**src/rtl/ps2_pkg.sv**
```systemverilog
// Shared PS/2 host-side types, command bytes and frame helpers.
package ps2_pkg;

    typedef enum logic [2:0] {
        ST_IDLE,
        ST_INHIBIT,
        ST_SEND,
        ST_ACK,
        ST_WAITIDLE
    } ps2_state_t;

    localparam logic [7:0] PS2_CMD_RESET   = 8'hFF;
    localparam logic [7:0] PS2_CMD_ENABLE  = 8'hF4;
    localparam logic [7:0] PS2_CMD_SETRATE = 8'hF3;
    localparam logic [7:0] PS2_ACK         = 8'hFA;

    function automatic logic ps2_odd_parity(input logic [7:0] d);
        return ~^d;
    endfunction

    // Bit driven after the (idx+1)-th device falling edge: d0..d7, parity, stop.
    function automatic logic ps2_frame_bit(input logic [7:0] d, input logic [3:0] idx);
        logic b;
        if (idx < 4'd8) begin
            b = d[idx[2:0]];
        end else if (idx == 4'd8) begin
            b = ps2_odd_parity(d);
        end else begin
            b = 1'b1;
        end
        return b;
    endfunction

endpackage

```
**src/rtl/ps2_sync_edge.sv**
```systemverilog
// Two-flop synchronizer for the PS/2 clock/data pads plus clock falling-edge strobe.
// Edge strobe lags the pad by 2-3 cycles; levels reset to the idle-high bus state.
module ps2_sync_edge (
    input  logic clk,
    input  logic rst,
    input  logic i_clk_pad,
    input  logic i_dat_pad,
    output logic o_clk_lvl,
    output logic o_dat_lvl,
    output logic o_clk_fe
);

    logic [1:0] r_clk_sync;
    logic [1:0] r_dat_sync;
    logic       r_clk_prev;

    always_ff @(posedge clk) begin
        if (rst) begin
            r_clk_sync <= 2'b11;
            r_dat_sync <= 2'b11;
            r_clk_prev <= 1'b1;
        end else begin
            r_clk_sync <= {r_clk_sync[0], i_clk_pad};
            r_dat_sync <= {r_dat_sync[0], i_dat_pad};
            r_clk_prev <= r_clk_sync[1];
        end
    end

    assign o_clk_lvl = r_clk_sync[1];
    assign o_dat_lvl = r_dat_sync[1];
    assign o_clk_fe  = r_clk_prev & ~r_clk_sync[1];

endmodule

```
**src/rtl/ps2_host_tx.sv**
```systemverilog
// PS/2 host-to-device byte transmitter (request-to-send, 11-bit frame, ack check, timeout).
// Accepts one start per idle period, ignores start while busy; board top wraps pads with IOBUF I=0, T=~oe.
module ps2_host_tx #(
    parameter int INHIBIT_CYCLES = 2500,
    parameter int TIMEOUT_CYCLES = 375000
) (
    input  logic       clk,
    input  logic       rst,
    input  logic [7:0] data,
    input  logic       start,
    output logic       ready,
    output logic       busy,
    output logic       done,
    output logic       err,
    input  logic       msclk_i,
    input  logic       msdat_i,
    output logic       msclk_oe,
    output logic       msdat_oe
);

    import ps2_pkg::*;

    localparam int CNT_MAX = (INHIBIT_CYCLES > TIMEOUT_CYCLES) ? INHIBIT_CYCLES : TIMEOUT_CYCLES;
    localparam int CW      = $clog2(CNT_MAX + 1);
    localparam logic [CW-1:0] INH_LAST = CW'(INHIBIT_CYCLES - 1);
    localparam logic [CW-1:0] INH_DAT  = CW'(INHIBIT_CYCLES - 2);
    localparam logic [CW-1:0] TMO_LAST = CW'(TIMEOUT_CYCLES - 1);

    logic w_clk_lvl;
    logic w_dat_lvl;
    logic w_fe;

    ps2_sync_edge u_sync (
        .clk       (clk),
        .rst       (rst),
        .i_clk_pad (msclk_i),
        .i_dat_pad (msdat_i),
        .o_clk_lvl (w_clk_lvl),
        .o_dat_lvl (w_dat_lvl),
        .o_clk_fe  (w_fe)
    );

    ps2_state_t    r_state,  w_state_nxt;
    logic [CW-1:0] r_cnt,    w_cnt_nxt;
    logic [3:0]    r_bit,    w_bit_nxt;
    logic [7:0]    r_data,   w_data_nxt;
    logic          r_nack,   w_nack_nxt;
    logic          r_clk_oe, w_clk_oe_nxt;
    logic          r_dat_oe, w_dat_oe_nxt;
    logic          r_done,   w_done_nxt;
    logic          r_err,    w_err_nxt;
    logic          r_ready;
    logic          w_timed;

    always_ff @(posedge clk) begin
        if (rst) begin
            r_state  <= ST_IDLE;
            r_cnt    <= '0;
            r_bit    <= '0;
            r_data   <= '0;
            r_nack   <= 1'b0;
            r_clk_oe <= 1'b0;
            r_dat_oe <= 1'b0;
            r_done   <= 1'b0;
            r_err    <= 1'b0;
            r_ready  <= 1'b1;
        end else begin
            r_state  <= w_state_nxt;
            r_cnt    <= w_cnt_nxt;
            r_bit    <= w_bit_nxt;
            r_data   <= w_data_nxt;
            r_nack   <= w_nack_nxt;
            r_clk_oe <= w_clk_oe_nxt;
            r_dat_oe <= w_dat_oe_nxt;
            r_done   <= w_done_nxt;
            r_err    <= w_err_nxt;
            r_ready  <= (w_state_nxt == ST_IDLE);
        end
    end

    assign w_timed = (r_state == ST_SEND || r_state == ST_ACK || r_state == ST_WAITIDLE)
                     && (r_cnt == TMO_LAST) && !w_fe;

    always_comb begin
        w_state_nxt  = r_state;
        w_cnt_nxt    = r_cnt;
        w_bit_nxt    = r_bit;
        w_data_nxt   = r_data;
        w_nack_nxt   = r_nack;
        w_clk_oe_nxt = r_clk_oe;
        w_dat_oe_nxt = r_dat_oe;
        w_done_nxt   = 1'b0;
        w_err_nxt    = 1'b0;

        case (r_state)
            ST_IDLE: begin
                w_clk_oe_nxt = 1'b0;
                w_dat_oe_nxt = 1'b0;
                w_cnt_nxt    = '0;
                if (start) begin
                    w_state_nxt  = ST_INHIBIT;
                    w_data_nxt   = data;
                    w_bit_nxt    = '0;
                    w_nack_nxt   = 1'b0;
                    w_clk_oe_nxt = 1'b1;
                    w_dat_oe_nxt = (INHIBIT_CYCLES == 1);
                end
            end
            ST_INHIBIT: begin
                w_clk_oe_nxt = 1'b1;
                w_cnt_nxt    = r_cnt + 1'b1;
                // Start bit goes out together with the final clock-low cycle.
                w_dat_oe_nxt = (r_cnt == INH_DAT);
                if (r_cnt == INH_LAST) begin
                    w_state_nxt  = ST_SEND;
                    w_clk_oe_nxt = 1'b0;
                    w_dat_oe_nxt = 1'b1;
                    w_cnt_nxt    = '0;
                end
            end
            ST_SEND: begin
                w_cnt_nxt = r_cnt + 1'b1;
                if (w_fe) begin
                    w_cnt_nxt    = '0;
                    w_dat_oe_nxt = ~ps2_frame_bit(r_data, r_bit);
                    w_bit_nxt    = r_bit + 4'd1;
                    if (r_bit == 4'd9) begin
                        w_state_nxt = ST_ACK;
                    end
                end
            end
            ST_ACK: begin
                w_cnt_nxt = r_cnt + 1'b1;
                if (w_fe) begin
                    w_cnt_nxt   = '0;
                    w_nack_nxt  = w_dat_lvl;
                    w_state_nxt = ST_WAITIDLE;
                end
            end
            ST_WAITIDLE: begin
                w_cnt_nxt = w_fe ? '0 : r_cnt + 1'b1;
                if (w_clk_lvl && w_dat_lvl) begin
                    w_state_nxt = ST_IDLE;
                    w_done_nxt  = 1'b1;
                    w_err_nxt   = r_nack;
                end
            end
            default: begin
                w_state_nxt  = ST_IDLE;
                w_clk_oe_nxt = 1'b0;
                w_dat_oe_nxt = 1'b0;
            end
        endcase

        // A silent device must never leave the bus pulled low.
        if (w_timed) begin
            w_state_nxt  = ST_IDLE;
            w_clk_oe_nxt = 1'b0;
            w_dat_oe_nxt = 1'b0;
            w_cnt_nxt    = '0;
            w_done_nxt   = 1'b1;
            w_err_nxt    = 1'b1;
        end
    end

    assign ready    = r_ready;
    assign busy     = ~r_ready;
    assign done     = r_done;
    assign err      = r_err;
    assign msclk_oe = r_clk_oe;
    assign msdat_oe = r_dat_oe;

endmodule

```
**config.mk**
```make
export PLATFORM = sky130hd
export DESIGN_NAME = ps2_host_tx
export DESIGN_NICKNAME = d
export VERILOG_FILES = /design/src/rtl/ps2_pkg.sv /design/src/rtl/ps2_sync_edge.sv /design/src/rtl/ps2_host_tx.sv
export SDC_FILE = /design/constraint.sdc
export NUM_CORES = 1
export LEC_CHECK = 0
export ABC_CLOCK_PERIOD_IN_PS = 2080
export CAP_MARGIN = 30
export CORE_AREA = 2 2 93 95
export CTS_CLUSTER_DIAMETER = 200
export DETAILED_ROUTE_END_ITERATION = 8
export DIE_AREA = 0 0 95 97
export PLACE_DENSITY_LB_ADDON = 0.25
export SLEW_MARGIN = 20
export SYNTH_ARGS = -nofsm -noshare
export SYNTH_HDL_FRONTEND = slang
export SYNTH_SLANG_ARGS = --single-unit
export TNS_END_PERCENT = 10
```
**constraint.sdc**
```tcl
create_clock -name clk -period 2.08 [get_ports clk]
set_clock_uncertainty 0.05 [all_clocks]
set_input_delay 0.52 -clock clk [delete_from_list [all_inputs] [get_ports clk]]
set_output_delay 0.52 -clock clk [all_outputs]
set_load 0.03 [all_outputs]
```
### Word level (Yosys, flattened, before mapping)

Index checks and enable logic that the tools add are counted.

* register bits: 45
* latch bits: 0
* memory bits (writable): 0
* ROM bits: 0
* input port bits: 13
* output and inout bits: 6
* word-level logic and storage cells: 88
* memories kept: 0

* add/sub/neg operators: 2
* multiply operators: 0
* div/mod/pow operators: 0
* $lt $le $gt $ge: 2
* equal/unequal tests: 12
* shift operators: 0
* muxes and demuxes: 35
* bitwise logic cells: 5
* reductions and logical operators: 19

Operator list (number)
* $pmux 19 s3: 1
* $eq 19x12->1 const B: 2
* $mux 19: 2
* $mux 3: 7
* $add 19x1->19 const B: 1
* $eq 19x19->1 const B: 1
* $mux 1: 17
* $pmux 3 s5: 1
* $eq 4x4->1 const B: 2
* $mux 4: 2
* $pmux 4 s2: 1
* $reduce_xnor 8->1: 1
* $eq 3x2->1 const B: 2
* $logic_not 3->1: 2
* $ne 2x2->1 const B: 3
* $pmux 1 s3: 2
* $reduce_and 3->1: 2
* $add 4x1->4 const B: 1
* $lt 3x4->1 const B: 1
* $lt 4x4->1 const B: 1
* $not 1->1: 4
* $reduce_and 2->1: 2
* $reduce_bool 2->1: 2
* $reduce_or 2->1: 2
* other kinds (10): 13

### Depth between registers and ports, before layout

* word-level depth: 8
* depth in mapped cells: 8
* depth with buffers taken out: 6

### Cells and area by module

Synthesis repeated with hierarchy kept, for this count alone.

* cell total of the unflattened synthesis: 294
* area total of the unflattened synthesis: 2357.3 um^2

Modules (own cells, without submodules)
* ps2_host_tx: times used 1, cells an instance 283, area each 2219.6 um^2, sequential area each 800.8 um^2
* ps2_sync_edge: times used 1, cells an instance 11, area each 137.6 um^2, sequential area each 100.1 um^2

### Worst setup path before layout

OpenSTA, ideal clock, no wires.

* path kind: flip-flop to flip-flop
* start point: reg r_cnt[0]
* end point: reg r_cnt[16]
* library setup time: 132 ps
* data arrival time: 1620 ps
* data required time: 1898 ps
* slack: 278 ps
* cell stages (with the launch flop): 9
* path buffers: 2
* clock period less this slack: 1802 ps
* path through: dfxtp_1 ha_1 buf_2 and4_1 nand2_1 o31a_2 buf_6 o2111ai_1 a31oi_1

* longest elaborated chain between the ends: 4
* elaborated cells on any way between the ends: 9
* classes of those cells: add/sub: 1; eq/ne: 2; mux: 3; reduce/logical: 3

Ends and longest elaborated chain
* start, declared: RTL line ps2_host_tx.sv:44 `logic [CW-1:0] r_cnt, w_cnt_nxt;`
* start signal, assigned: RTL line ps2_host_tx.sv:69 `r_cnt <= w_cnt_nxt;`
* branches (longest 4 deep; another with $add 19x1->19)

Parallel ways; which one is timed is not known.
A chain may end at the register's enable or synchronous reset.

### Final worst setup path

* start point: reg r_cnt[3]
* end point: reg r_cnt[6]

The elaborated chain is that of the path after synthesis.

==> run metrics <==
Total GRT Usage 0.133; endpoint class of the critical path flop; clk sink count 45; commonest non-fill, non-tap cell in the layout dfxtp_1; most frequent cells in the layout dfxtp_1 (45), nand2_1 (36), a21oi_1 (23), nor2_1 (23), buf_4 (22); initial antenna violation count 0; vias per std cell 5.07; post-layout util 0.363; P_leak 1.01 nW; pwr dens 601 mW/mm2; CP bufs+invs 1; RSZ-0062 raised after global routing false; first-pass GRT wire length 9860 um; Synth Register Bits 45; gp weighted congestion 0.806; CTS H-Tree Depth 2; Slew Limit Fails 0; number of flops mapped to enable cells by yosys 0; share of layout cells above drive strength 1 0.158; CTS Hold Bufs 0; number of buffers created by CTS 5; Total Routed Length 5710 um; Post-Syn Area per Cell 8.52 um2; Synth cell types 54; worst-path maximum fanout 10; Area Overhead vs Synth 21.9%; VDD IR max 0.000279 V; n_diodes 0; largest net degree at the start of global routing 19; detailed-route DRC error count 0; Clock Tree Root clkbuf_8; Top FF cell, synth dfxtp_1; R2R Setup Slk 0.17 ns; post-route ant nets 0; Async SR Flop Fraction 0; Port Buffers 18; vias in the first global route 2021; CP top delay family simple AND/OR/NAND/NOR gates; status finished clean; Seq/Total Area, Yosys 0.372; Top-Level Pins 19; cell area after synthesis 0.00242 mm2; Final period util 0.916; Nets 334; yosys synthesis warning count 0; placed cells 414; Initial Util 0.297; Worst EP required 2.23 ns; min-delay worst type reg -> reg; Die Span X 95 um; DP Wirelength 4360 um; die area 0.00922 mm2; gr ovfl total 0; CP Cell Sequence nor4b_4 -> and3_1 -> a21oi_1 -> o21ai_1 -> buf_4 -> nor2_1; wire per inst 13.5 um; die height 97 um; Hold Vio Cnt, Final 0; DR iter-0 viols 107; Max Clk Rate 525 MHz; Vias 2139; TritonCTS clock tree built; Max-Cap Viols 0; worst rel slew slack 0.698; worst hold slack 0.369 ns; Slowest-stage cell, CP dfxtp_1; row count 33; Tmin final 1.91 ns; Post-Synthesis Cells 284; Tot Pwr 1.77 mW; drt pass-1 iters 4; core box area 0.00813 mm2; endpoints failing setup 0; startpoint types flop; Worst Path Arrival 2.06 ns; Crit path largest cell delay 0.40 ns; Final Non-Filler Cells 422; Clock Latency Late Sink 0.30 ns; Slew @ Worst Pin 0.453 ns; Max Buffers Root-to-Sink 2; CTS clock-pin slew for the worst setup and hold paths 0.09 ns; postcts setup bufs 0; Crit Path Class reg -> reg; Syn Nets 302
layout make-up:
cell class / count / area, um2
repair buffers: 41 / 365
fillers: 840 / 5180
inverters: 9 / 33.8
flip-flops and latches: 45 / 901
multi-input cells: 214 / 1400
clock inverters: 3 / 46.3
well taps: 105 / 131
clock buffers: 5 / 68.8
sequential cells by signal, indices dropped and copies added, names as in the netlist:
register,flops
r_nack,1
err,1
u_sync.r_dat_sync,2
u_sync.r_clk_sync,2
r_cnt,19
msdat_oe,1
msclk_oe,1
r_data,8
r_bit,4
u_sync.r_clk_prev,1
done,1
r_state,3
ready,1
Yosys cell counts, drive strengths merged (4+ instances only):
library cell	n	area, um2
and3	4	25.0
nor3	10	50.1
xor2	8	70.1
inv	9	33.8
a21oi	24	131
nor2	23	86.3
a211oi	4	42.5
xnor2	11	96.3
buf	12	77.6
clkbuf	4	15.0
o21ai	10	50.0
dfxtp	45	901
nand4	11	68.8
nor2b	4	25.0
nand2	36	135
ha	5	62.6
nand3	6	30.0
nor4b	5	77.6
or2	5	31.3
o211ai	4	30.0
worst register-to-register path, stage by stage, from the launching register on:
cell and delay, ns:
dfxtp_1 0.40, nor4b_4 0.36, and3_1 0.31, a21oi_1 0.14
o21ai_1 0.26, buf_4 0.23, nor2_1 0.06
kinds of logic (layout without fill, tap and decap cells):
family,after synthesis,in the layout,share of synthesized area
AO/OA/AOI/OAI,62,62,0.174
flip-flops,45,45,0.372
buffers and inverters,25,58,0.0522
adder cells (fa/ha/maj),5,5,0.0259
XOR/XNOR,19,19,0.0688
multiplexers,2,2,0.0186
AND/OR/NAND/NOR,126,126,0.289
stage by stage:
step | worst slack, ns | area, um2 | TNS [ns]
CTS | 0.113 | 2940 | 0
global route | 0.00420 | 2950 | 0
finish | 0.175 | 2950 | 0
floorplan | 0.278 | 2420 | 0
detailed placement | -0.0146 | 2820 | -0.0258
global placement | -0.00338 | 2820 | -0.00976
path summary, 6_finish.rpt:
kind	from	endpoint	depth (start not counted)
worst max-delay path	r_cnt[3]	r_cnt[6]	6
worst min register to register	u_sync.r_dat_sync[0]	u_sync.r_dat_sync[1]	1
worst max register to register	r_cnt[3]	r_cnt[6]	6
worst min-delay path	u_sync.r_dat_sync[0]	u_sync.r_dat_sync[1]	1
routing by layer:
metal	part of all wire	routed length [um]	vias up	track usage
li1	-	-	1089	-
met5	0	0	-	0
met2	0.44	2520	39	0.196
met1	0.52	2950	1005	0.195
met3	0.028	159	6	0.0273
met4	0.015	87	0	0.0357
timing repair:
| action | 4_1_cts | 5_1_grt |
|---|---|---|
| setup endpoints to repair | 0 | 10 |
| endpoints found under the hold margin | 0 | 0 |
| resized for setup | 0 | 2 |
power by group:
part,internal [mW],total [mW],switching [mW]
clock,0.360,0.687,0.327
sequential,0.882,0.897,0.0150
combinational,0.0947,0.189,0.0945
Power figures use the tool's default switching activity.
